[config.mk]
export PLATFORM = sky130hd
export DESIGN_NAME = data_sram_responder
export DESIGN_NICKNAME = d
export VERILOG_FILES = /design/src/rtl/data_sram_responder.sv
export SDC_FILE = /design/constraint.sdc
export NUM_CORES = 1
export LEC_CHECK = 0
export ABC_AREA = 1
export BUFFER_PORTS_ARGS = -buffer_cell sky130_fd_sc_hd__buf_2
export CAP_MARGIN = 40
export CORE_ASPECT_RATIO = 0.75
export CORE_UTILIZATION = 35
export DETAILED_ROUTE_END_ITERATION = 8
export PLACE_DENSITY = 0.8
export SKIP_CTS_REPAIR_TIMING = 1
export SYNTH_ARGS = -nofsm -noshare
export SYNTH_HDL_FRONTEND = slang
export SYNTH_SLANG_ARGS = --single-unit
[constraint.sdc]
create_clock -name clk -period 2.1 [get_ports clk]
set_input_delay 0.21 -clock clk [delete_from_list [all_inputs] [get_ports clk]]
set_output_delay 0.21 -clock clk [all_outputs]
set_load 0.03 [all_outputs]
[src/rtl/data_sram_responder.sv]
// Pipelined data-port responder in front of a synchronous single-port RAM, LAT-cycle fixed response latency.
// Optional macro DRSP_STALL_EN adds LFSR-driven pseudo-random back-pressure on data_addr_ok.
module data_sram_responder #(
    parameter int ADDR_W  = 12,
    parameter int LAT     = 2,
    parameter int MAX_OUT = 4
) (
    input  logic              clk,
    input  logic              rst,
    input  logic              data_req,
    input  logic              data_wr,
    input  logic [1:0]        data_size,
    input  logic [31:0]       data_addr,
    input  logic [31:0]       data_wdata,
    input  logic [3:0]        data_wstrb,
    output logic [31:0]       data_rdata,
    output logic              data_addr_ok,
    output logic              data_data_ok,
    output logic              ram_en,
    output logic [3:0]        ram_we,
    output logic [ADDR_W-1:0] ram_addr,
    output logic [31:0]       ram_wdata,
    input  logic [31:0]       ram_rdata
);

    localparam int               CNT_W   = 4;
    localparam logic [CNT_W-1:0] MAX_CNT = CNT_W'(MAX_OUT);

    logic [CNT_W-1:0] outstanding_r;
    logic [LAT-1:0]   valid_r;
    logic [LAT-1:0]   is_read_r;
    logic [31:0]      last_data_s;
    logic             gate_s;
    logic             accept_s;
    logic             unused_s;

    assign unused_s = ^{data_size, data_addr[31:ADDR_W+2], data_addr[1:0]};

`ifdef DRSP_STALL_EN
    logic [7:0] lfsr_r;

    // Free-running back-pressure LFSR, taps 8,6,5,4.
    always_ff @(posedge clk or posedge rst) begin
        if (rst) begin
            lfsr_r <= 8'hA5;
        end else begin
            lfsr_r <= {lfsr_r[6:0], lfsr_r[7] ^ lfsr_r[5] ^ lfsr_r[4] ^ lfsr_r[3]};
        end
    end

    assign gate_s = lfsr_r[0];
`else
    assign gate_s = 1'b1;
`endif

    // A slot released by this cycle's data_ok may be refilled in the same cycle,
    // which is what lets MAX_OUT >= LAT sustain one acceptance per cycle.
    assign data_data_ok = valid_r[LAT-1];
    assign data_addr_ok = !rst && gate_s && ((outstanding_r < MAX_CNT) || data_data_ok);
    assign accept_s     = data_req && data_addr_ok;

    // RAM access is launched combinationally in the acceptance cycle.
    always_comb begin
        ram_addr  = data_addr[ADDR_W+1:2];
        ram_wdata = data_wdata;
        if (accept_s) begin
            ram_en = 1'b1;
            ram_we = data_wr ? data_wstrb : 4'b0000;
        end else begin
            ram_en = 1'b0;
            ram_we = 4'b0000;
        end
    end

    // Response control pipeline: valid and read flag shift one stage per cycle.
    always_ff @(posedge clk or posedge rst) begin
        if (rst) begin
            valid_r   <= {LAT{1'b0}};
            is_read_r <= {LAT{1'b0}};
        end else begin
            valid_r[0]   <= accept_s;
            is_read_r[0] <= !data_wr;
            for (int i = 1; i < LAT; i++) begin
                valid_r[i]   <= valid_r[i-1];
                is_read_r[i] <= is_read_r[i-1];
            end
        end
    end

    generate
        if (LAT == 1) begin : g_lat1
            assign last_data_s = ram_rdata;
        end else begin : g_latn
            logic [31:0] data_r [1:LAT-1];

            // Data pipeline: stage 1 samples the RAM output, later stages shift.
            always_ff @(posedge clk or posedge rst) begin
                if (rst) begin
                    for (int i = 1; i < LAT; i++) begin
                        data_r[i] <= 32'h0000_0000;
                    end
                end else begin
                    data_r[1] <= ram_rdata;
                    for (int i = 2; i < LAT; i++) begin
                        data_r[i] <= data_r[i-1];
                    end
                end
            end

            assign last_data_s = data_r[LAT-1];
        end
    endgenerate

    // Outstanding request count; simultaneous accept and response cancel out.
    always_ff @(posedge clk or posedge rst) begin
        if (rst) begin
            outstanding_r <= {CNT_W{1'b0}};
        end else begin
            case ({accept_s, data_data_ok})
                2'b10:   outstanding_r <= outstanding_r + 4'd1;
                2'b01:   outstanding_r <= outstanding_r - 4'd1;
                default: outstanding_r <= outstanding_r;
            endcase
        end
    end

    // Read data is forced to zero except on read responses.
    always_comb begin
        if (valid_r[LAT-1] && is_read_r[LAT-1]) begin
            data_rdata = last_data_s;
        end else begin
            data_rdata = 32'h0000_0000;
        end
    end

endmodule

==> results.txt, run 1 <==
- In this run the worst path has a maximum fanout of 4.
* Register-to-register setup slack: 0.18 ns
* Proportion of netlist area held by the largest area contributor: 0.551
- STA puts the critical path data required time at 2.27 ns.
* Cells on Worst Hold Path: 1
- The smallest clock period supported by the final layout is computed as 1.95 ns.
- The routed layout has 1,307 vias.
- The min-delay analysis places its worst path in the category in -> reg.
* Number of H-tree levels: 2
* Instance area at placement: 0.00198 mm²
- In this run the vertical extent of the chip is 64.4 µm.
- At the pin with the least slew margin, the transition time is 0.513 ns.
* Final Hold Violating Endpoints: 0
- The detail route stage leaves a number of antenna-violating nets equal to 0.
- Most frequent cell after synthesis: sky130_fd_sc_hd__buf_4
* DRC violations left: 0
- Post-detailed-placement half-perimeter wirelength: 2.81 mm
- Clock slew seen by the registers of the worst setup and hold paths: 0.08 ns
* Mean instance size in the synthesized netlist: 9.18 µm²
* Count of maximum capacitance violations: 0
* Worst reg2reg path endpoint: outstanding_r[2]
* Total power divided by cell area: 963 mW/mm²
* Clock Skew: 0.00167 ns
* EDFF count, synth: 0
- The worst setup path is of the in -> reg kind.
- The worst hold path terminates at g_latn.data_r[14].
- The congestion estimate from routability-driven global placement came to 0.676.
* Number of port buffers: 78
* Area of the core: 0.00495 mm²
- Summing all multi-input logic gate instances after layout gives 347 µm².
- Cells after synthesis: 198
- For this run, the number of Yosys warnings is 0.
- The largest total area in the synthesized netlist belongs to sky130_fd_sc_hd__dfrtp_1.
- CP Capture Type: flop
* Average routed wire per standard cell: 11.9 µm
- Flip-flop and latch area: 0.00100 mm²
* CTS Root Buffer Type: sky130_fd_sc_hd__clkbuf_8
- In this run the critical register-to-register path is launched from outstanding_r[2].
* Number of antenna violations at the first check in global routing: 0
- The area growth from synthesis to layout is 18.3%.
- After filler insertion, the fill cell instance count of the layout stands at 526.
- Overflow left after global routing: 0
- Setup repair after global routing left no endpoint under its margin.
- Static power due to leakage: 1.31 nW
- Detail-routed via count per cell: 4.27
- The worst register-to-register path has a depth of 11.
- TritonCTS built the clock tree.
* Initial Utilization: 0.367
* Max Buffers Root-to-Sink: 2
* Maximum number of pins on one net before global-route repair: 27
- Counting every sink on the clock net gives 40.
- After synthesis, the share of flip-flops with an asynchronous set or reset is 1.00.
* Setup total negative slack: 0 ns
- In the final design database the tool counted 354 nets.
* Non-Filler Cell Area, Final: 0.00215 mm²
- Die X-Extent: 85.2 µm
- The max-slew violation count was 0.
* Wire length reported by the detailed router: 3.64 mm
* Count of routing violations after the opening detailed-route iteration: 31
* Max-slew headroom: 0.656
- Post-synthesis sequential element count: 40
* Vias in the first global route: 1,270
- Highest Clock Rate: 512 MHz
* Placement row count: 22
- The flow ran to the end, and the final reports show no timing, DRC or antenna violations.
- The die covers 0.00549 mm².
- Count of final setup violators: 0
- Latest clock arrival within the worst-skew pair: 0.28 ns
* Global-route usage over all layers: 0.138
- The startpoint identified for the worst hold timing path is ram_rdata[14].
* Number of primary I/O pins: 189
* Synth Net Count: 307
- IR Drop Worst-Case VDD: 0.453 mV
- First-pass iteration count of the detailed router: 3
- Counting distinct cell types in the post-synthesis netlist gives 14.
- In this run the cell area of the synthesized design comes to 0.00182 mm².
- For this run, the register share of the synthesized area comes to 0.551.
- Worst setup path start: rst
* Crit share post-route: 0.930
- Cell types with the largest area share after synthesis: sky130_fd_sc_hd__dfrtp_1 55%, sky130_fd_sc_hd__buf_4 18%, sky130_fd_sc_hd__nor2_1 8.5%, sky130_fd_sc_hd__inv_1 8.1%, sky130_fd_sc_hd__nand2_1 3.5%
- Type of element launching the critical path: input port
* Number of clock buffers inserted by TritonCTS: 5
- Arrival time worst endpoint: 2.12 ns
* First-pass GRT wire length: 5.73 mm
- Dominant register cell in the synthesized netlist: sky130_fd_sc_hd__dfrtp_1
- Layout cell share with drive strength beyond 1: 0.419
* Synth top cells by count: 44 x sky130_fd_sc_hd__buf_4, 41 x sky130_fd_sc_hd__nor2_1, 40 x sky130_fd_sc_hd__dfrtp_1
- The number of antenna diodes in the final layout is 0.
## flip-flops by register name (all words and copies together) (netlist names)
| signal | cells |
|---|---|
| g_latn.data_r | 32 |
| outstanding_r | 4 |
| is_read_r | 2 |
| valid_r | 2 |
## through the flow
step | worst slack (ns) | utilization | cells | power [mW] | hold WS, ns
5_1_grt | 0.0211 | 0.434 | 306 | 2.21 | 0.00300
2_1_floorplan | 0.00883 | - | 198 | 1.42 | 0.241
4_1_cts | 0.0782 | 0.421 | 300 | 2.04 | -0.0714
3_5_place_dp | 0.104 | 0.399 | 292 | 1.41 | 0.246
6_report | 0.148 | 0.434 | 306 | 2.07 | 0.0184
3_3_place_gp | 0.153 | 0.399 | 292 | 1.39 | 0.235
## layout make-up
type	instances	area share
clock buffer	5	0.0320
inverter	40	0.0698
tap	60	0.0349
multi-input combinational	71	0.161
clock inverter	3	0.0198
timing repair buffer	87	0.215
sequential	40	0.467
## where the power goes
group	internal [mW]	switching (mW)
sequential	0.850	0.0567
combinational	0.217	0.333
clock	0.351	0.262
total	1.42	0.651
## how the worst max path moves through the flow
| stage | to | slack (ns) |
|---|---|---|
| 3_3_place_gp | outstanding_r[2] | 0.15 |
| 2_1_floorplan | outstanding_r[2] | 0.009 |
| 3_5_place_dp | outstanding_r[2] | 0.10 |
| 6_report | outstanding_r[2] | 0.15 |
| 4_1_cts | outstanding_r[2] | 0.08 |
| 5_1_grt | outstanding_r[2] | 0.02 |
## cells by family (layout without fill, tap and decap cells)
logic type                 after synthesis  count (layout)  synth area share
buffers and inverters                   87             135             0.271
and+or+nand+nor                         62              62             0.135
DFF                                     40              40             0.551
adders and majority gates                3               3            0.0207
AOI/OAI and AO/OA                        3               3           0.00826
xor gates and xnor gates                 3               3            0.0145
## metal layers
layer,part of all wire,track usage,up-vias
li1,-,-,612
met1,0.37,0.145,597
met2,0.51,0.240,86
met3,0.11,0.0620,12
met4,0.017,0.0636,0
met5,0,0,-
## cell usage in the layout (no fill, tap or decap), drive strengths merged, types with 3 or more instances in the layout
| cell | count |
|---|---|
| clkbuf | 5 |
| nand2 | 17 |
| ha | 3 |
| buf | 85 |
| nand3 | 3 |
| inv | 39 |
| nor2 | 41 |
| dfrtp | 40 |
## worst max-delay path: stages
cell and delay [ns]:
sky130_fd_sc_hd__dlygate4sd3_1 0.54, sky130_fd_sc_hd__buf_2 0.15, sky130_fd_sc_hd__nor3b_4 0.23, sky130_fd_sc_hd__inv_2 0.09
sky130_fd_sc_hd__ha_2 0.21, sky130_fd_sc_hd__nor2_2 0.12, sky130_fd_sc_hd__nor2_2 0.05, sky130_fd_sc_hd__ha_1 0.18
sky130_fd_sc_hd__a21oi_2 0.12, sky130_fd_sc_hd__xor2_1 0.15, sky130_fd_sc_hd__o21ai_1 0.07
(Power assumes the default switching activity.)
==> run 2, diff against run 1 <==
CORE_ASPECT_RATIO = 0.7   (was 0.75)
==> run 2 against run 1 <==
  * The flow now finishes with violations (hold timing)
  * Largest cell class unchanged
  * Global-route usage fell by 1.3 points
  * First-iteration DRC count is 58% lower
  * Critical endpoint unchanged
  * Clock power is 14% lower
  * Worst hold slack got worse by 0.048 ns
  * Wire length fell by 0.52%
  * Total power down 4.5%
  * Register-to-register slack got worse by 0.06 ns
==> results.txt, run 2 (synthesis gave the netlist of run 1 again) <==
- Commonest non-fill, non-tap cell in the layout: sky130_fd_sc_hd__buf_2
- Number of primary I/O pins: 189
- Routing layer with the top usage in global route: met2
- Overflow left after global routing: 0
* Critical path fanouts, max: 6
- Clock latency on the worst-skew pair, taken at its later pin, is 0.29 ns.
- Detailed placement ended at an HPWL of 2.75 mm.
* Initial Utilization: 0.372
* Final setup slack of the worst path: 0.118 ns
* CTS Root Buffer Type: sky130_fd_sc_hd__clkbuf_8
- Vias in the first global route: 1,140
- Static power due to leakage: 1.32 nW
- Vertical die dimension: 62.3 µm
- Summed over all layers, the routed wires come to 3.62 mm.
- Pre-CTS worst setup slack: 0.0595 ns
- STA classifies the critical path endpoint as a flop.
- In this run the worst setup path begins at outstanding_r[2].
- The count of buffers added on input and output ports is 78.
- Core occupancy in the finished layout: 0.446
- Number of antenna violations at the first check in global routing: 0
* Clock slew seen by the registers of the worst setup and hold paths: 0.08 ns
- Endpoint required time on the critical path: 2.31 ns
* Largest register FFs: 32
* Status: finished with violations
- STA puts the critical path data arrival time at 2.20 ns.
* Worst reg2reg startpoint: outstanding_r[2]
- In this run the number of H-tree levels came out at 2.
* Total number of vias: 1,285
- Met2 track demand over resource: 0.214
* Layout cell share with drive strength beyond 1: 0.409
- The number of clock buffers added by TritonCTS is 5.
- The final count of hold timing violations is 20.
* Clock Skew: 0.00611 ns
- Depth of the worst register-to-register path: 12
- Crit share post-route: 0.944
- The die covers 0.00549 mm².
- Maximum number of pins on one net before global-route repair: 22
- Measured along the x axis, the die boundary spans 88.1 µm.
- Static timing analysis puts the maximum clock frequency at 505 MHz.
- Final-report max-slew violation count: 0
* Detail-routed via count per cell: 4.07
* Global-route met3 utilization: 0.0585
- After layout, the minimum clock period comes to 1.98 ns.
- Across the run, the number of max-cap violations was 0.
- Power spread over the standard cell area amounts to 906 mW/mm².
- Slew of the pin with the lowest slew margin: 0.476 ns
- Layout-stage area growth over the synthesis result: 20.0%
- The floorplan has 21 rows.
- Ranked by flip-flop count, first place goes to g_latn.data_r.
- Counting along the longest clock path gives a buffer depth of 2.
- The critical path is of the reg -> reg type.
- After the first detailed-routing iteration, the DRC count stood at 13.
- Number of routed nets with antenna violations: 0
* WHS: -0.0298 ns
- Kind of path behind the tightest hold check: in -> async
- The first global-routing pass estimated 5.13 mm of wire.
* Global-route usage over all layers: 0.126
- Number of sinks driven by the clock tree: 40
- Count of final setup violators: 0
* CTS tree: yes
- Fin nets: 355
- First-pass iteration count of the detailed router: 4
- The final reports fail on hold timing.
- The worst setup path is launched from a flop.
* Final weighted congestion of routability-driven global placement: 0.668
- Antenna diode count: 0
- Leading cell types in the layout, fill and taps excluded: 78 x sky130_fd_sc_hd__buf_2, 39 x sky130_fd_sc_hd__dfrtp_1, 38 x sky130_fd_sc_hd__inv_1
- In the global route stage, met1 resource usage came out at 0.133.
* Largest registers: g_latn.data_r: 32 flops, outstanding_r: 4 flops
* DRC violations left: 0
* Area of the core: 0.00489 mm²
- Max-slew headroom: 0.682
* Average routed wire per standard cell: 11.4 µm
- IR Drop Worst-Case VDD: 0.416 mV
-- run 2: changes by cell type in the layout (fill, tap and decap cells not counted), sizes merged --
| cell | before | now |
|---|---|---|
| buf | 85 | 83 |
| bufinv | 1 | 0 |
| inv | 39 | 40 |
| clkinv | 2 | 0 |
| clkinvlp | 1 | 2 |
| clkbuf | 5 | 6 |
| dlygate4sd3 | 2 | 5 |
-- run 2: worst max-delay path, cell delays in order, from the launching register on --
cell	delay, ns
sky130_fd_sc_hd__dfrtp_1	0.44
sky130_fd_sc_hd__nor2_2	0.12
sky130_fd_sc_hd__nor2_2	0.06
sky130_fd_sc_hd__nor3b_4	0.22
sky130_fd_sc_hd__inv_2	0.10
sky130_fd_sc_hd__ha_2	0.21
sky130_fd_sc_hd__nand2_1	0.06
sky130_fd_sc_hd__inv_1	0.07
sky130_fd_sc_hd__nor2_2	0.12
sky130_fd_sc_hd__ha_1	0.18
sky130_fd_sc_hd__a21oi_2	0.04
sky130_fd_sc_hd__xor2_1	0.15
sky130_fd_sc_hd__o21ai_0	0.14
-- run 2: power by group --
| part | switching, mW | internal, mW | total (mW) |
|---|---|---|---|
| clock | 0.264 | 0.266 | 0.529 |
| combinational | 0.329 | 0.209 | 0.538 |
| sequential | 0.0594 | 0.849 | 0.908 |
-- run 2: area by class of cell --
type / count / area [µm²]
Clock buffer: 6 / 82.6
Clock inverter: 2 / 15.0
Fill cell: 502 / 2710
Inverter: 40 / 150
Multi-Input combinational cell: 71 / 347
Sequential cell: 40 / 1000
Tap cell: 69 / 86.3
Timing Repair Buffer: 88 / 498
-- run 2: stage by stage --
stage / instance area (µm²) / hold WS (ns) / cells / total power, mW / setup TNS, ns
after CTS: 2100 / -0.0221 / 309 / 1.97 / 0
final: 2180 / -0.0298 / 316 / 1.98 / 0
after detailed placement: 2010 / 0.300 / 301 / 1.42 / 0
after floorplan: 1830 / 0.241 / 198 / 1.42 / 0
after global routing: 2180 / 0.00136 / 316 / 2.11 / -0.0128
after global placement: 1980 / 0.317 / 300 / 1.39 / 0
-- run 2: worst paths after layout --
path                                      to  slack [ns]
hold / removal             g_latn.data_r[31]       -0.03
hold reg to reg                 is_read_r[1]        0.35
setup / recovery            outstanding_r[2]        0.12
setup reg to reg            outstanding_r[2]        0.12
min in group clk           g_latn.data_r[19]        0.02
max in group asynchronous  g_latn.data_r[26]        1.67
-- run 2: routing by layer --
metal	vias to the layer above	part of all wire
li1	613	-
met1	576	0.37
met2	89	0.50
met3	7	0.12
met4	0	0.0097
met5	-	0
==> run 3, diff against run 2 <==
CORE_MARGIN = 2   (was not set)
==> run 3 against run 2 <==
  * The run now ends clean
  * Core utilization is 1.2 points lower
  * Global-route usage decreased by 0.33 points
  * Fmax up 2.8%
  * Die area grew 5.6%
  * Critical path depth shrank 1
  * Combinational power down 0.7%
  * Worst setup slack gained 0.054 ns
  * Final area is 2.6% lower
  * Register-to-register slack better by 0.08 ns
  * Total power fell by 1.2%
==> results.txt, run 3 (synthesis gave the netlist of run 1 again) <==
- After detailed placement, the total cell area comes to 0.00199 mm².
* Leading cell types in the layout, fill and taps excluded: 78 x sky130_fd_sc_hd__buf_2, 39 x sky130_fd_sc_hd__nor2_1, 39 x sky130_fd_sc_hd__dfrtp_1
* Count of final setup violators: 0
* Pre-CTS worst setup slack: 0.0470 ns
* CP Capture Type: flop
* Overflow left after global routing: 0
- Summing over every cut layer, the via total after detailed routing is 1,301.
* Layout-stage area growth over the synthesis result: 16.9%
* Total power divided by cell area: 919 mW/mm²
* Status: finished, final reports clean
* CTS tree: yes
- In the final routed layout, each cell accounts on average for 11.1 µm.
- Using the TritonRoute via totals, the vias-per-cell ratio works out to 4.14.
* Hold Path Sink: g_latn.data_r[10]
- For the final database, setup skew stands at 0.00558 ns.
- Layout cell share with drive strength beyond 1: 0.400
- DRC violations left: 0
* Clock slew seen by the registers of the worst setup and hold paths: 0.07 ns
- Type of element launching the critical path: input port
- Number of primary I/O pins: 189
- Final setup slack of the worst path: 0.172 ns
* Flip-flop and latch area: 0.00100 mm²
- The routed design could run at a clock period as short as 1.93 ns.
- Multi-input gate area in the final layout: 342 µm²
* Endpoint required time on the critical path: 2.26 ns
- The clock passes through at most 2 buffers.
- Global-route usage over all layers: 0.122
- WHS: 0.0310 ns
- Counting the fill cells in the layout gives 508.
- The later pin in the worst-skew pair is clocked with a latency of 0.28 ns.
- Fin nets: 353
- In this run the most critical hold path is launched from ram_rdata[10].
- The register with the most flip-flops in the layout has 32 of them.
* Post-detailed-placement half-perimeter wirelength: 2.76 mm
* Arrival time worst endpoint: 2.09 ns
- Static power due to leakage: 1.30 nW
- Number of placed instances, taps included: 302
* Core occupancy in the finished layout: 0.434
- Initial Utilization: 0.372
* Register-to-register setup slack: 0.20 ns
- After floorplanning, the core was divided into 21 placement rows.
* Commonest non-fill, non-tap cell in the layout: sky130_fd_sc_hd__buf_2
* Number of routed nets with antenna violations: 0
* Count of routing violations after the opening detailed-route iteration: 21
- The first detailed-routing pass ran for 2 iterations.
- The via count of the first global-routing pass came to 1,238.
- Measured along the x axis, the die boundary spans 90.1 µm.
* Crit share post-route: 0.918
* Final Hold Violating Endpoints: 0
- Across the VDD grid, the largest voltage drop is 0.434 mV.
- The core region is 0.00489 mm².
- Final weighted congestion of routability-driven global placement: 0.664
- From bottom edge to top edge, the die measures 64.3 µm.
- Critical path fanouts, max: 4
- The die covers 0.00579 mm².
* Number of H-tree levels: 2
- For this run, the top clock speed supported by timing is 519 MHz.
- The worst pin sits at a relative slew slack of 0.689.
* Worst reg2reg startpoint: outstanding_r[2]
* Wire length reported by the detailed router: 3.49 mm
- Number of antenna violations at the first check in global routing: 0
- Biggest register: g_latn.data_r
* Depth of the worst register-to-register path: 11
- Slew of the pin with the lowest slew margin: 0.464 ns
- Final-report max-slew violation count: 0
- With fillers left out, the area of the finished cells amounts to 0.00212 mm².
* Maximum number of pins on one net before global-route repair: 19
* Setup total negative slack: 0 ns
- Type of the worst setup path: in -> reg
* Number of port buffers: 78
- After the flow finishes, the layout carries non-filler instances totaling 314.
- The largest registers in the layout are g_latn.data_r: 32 flops, outstanding_r: 4 flops.
* First-pass GRT wire length: 5.55 mm
- Count of maximum capacitance violations: 0
- Antenna diode count: 0
- The clock drives 40 sinks.
* Kind of path behind the tightest hold check: in -> reg
- The cell sitting at the root of the clock tree is a sky130_fd_sc_hd__clkbuf_8.
- Setup repair after global routing missed its margin: false
- Number of clock buffers inserted by TritonCTS: 5
- Worst reg2reg path endpoint: outstanding_r[2]
- Post-route total power: 1.95 mW
- Cells on Worst Hold Path: 1
[run 3: worst max path at each step]
stage                       endpoint  slack [ns]              from  cells after the start
floorplan           outstanding_r[2]       0.009  outstanding_r[3]                     11
global placement    outstanding_r[2]        0.16  outstanding_r[2]                     11
detailed placement  outstanding_r[2]        0.05  outstanding_r[2]                     11
CTS                 outstanding_r[2]        0.04  outstanding_r[2]                     11
global route        outstanding_r[2]       0.009               rst                     11
finish              outstanding_r[2]        0.17               rst                     11
[run 3: report_power, final]
group          switching [mW]  leakage (nW)  total (mW)  internal, mW
logic                   0.328         0.786       0.534         0.207
registers              0.0574         0.471       0.906         0.849
clock network           0.242        0.0455       0.510         0.268
[run 3: per-layer routing]
metal	vias up	part of all wire	global-route usage
li1	612	-	-
met1	586	0.40	0.131
met2	97	0.47	0.208
met3	6	0.12	0.0719
met4	0	0.0046	0.0327
met5	-	0	0
[run 3: final cells by class]
class / count / share of cell area
Timing Repair Buffer: 86 / 0.213
Multi-Input combinational cell: 71 / 0.161
Sequential cell: 40 / 0.472
Inverter: 40 / 0.0707
Clock buffer: 8 / 0.0424
Tap cell: 69 / 0.0407
[run 3: critical path, stage by stage]
cell and delay [ns]:
sky130_fd_sc_hd__dlygate4sd3_1 0.53, sky130_fd_sc_hd__buf_2 0.15, sky130_fd_sc_hd__nor3b_4 0.22, sky130_fd_sc_hd__inv_2 0.06, sky130_fd_sc_hd__ha_2 0.19, sky130_fd_sc_hd__nor2_1 0.10
sky130_fd_sc_hd__nor2_1 0.06, sky130_fd_sc_hd__ha_1 0.18, sky130_fd_sc_hd__a21oi_2 0.11, sky130_fd_sc_hd__xor2_1 0.18, sky130_fd_sc_hd__o21ai_1 0.08
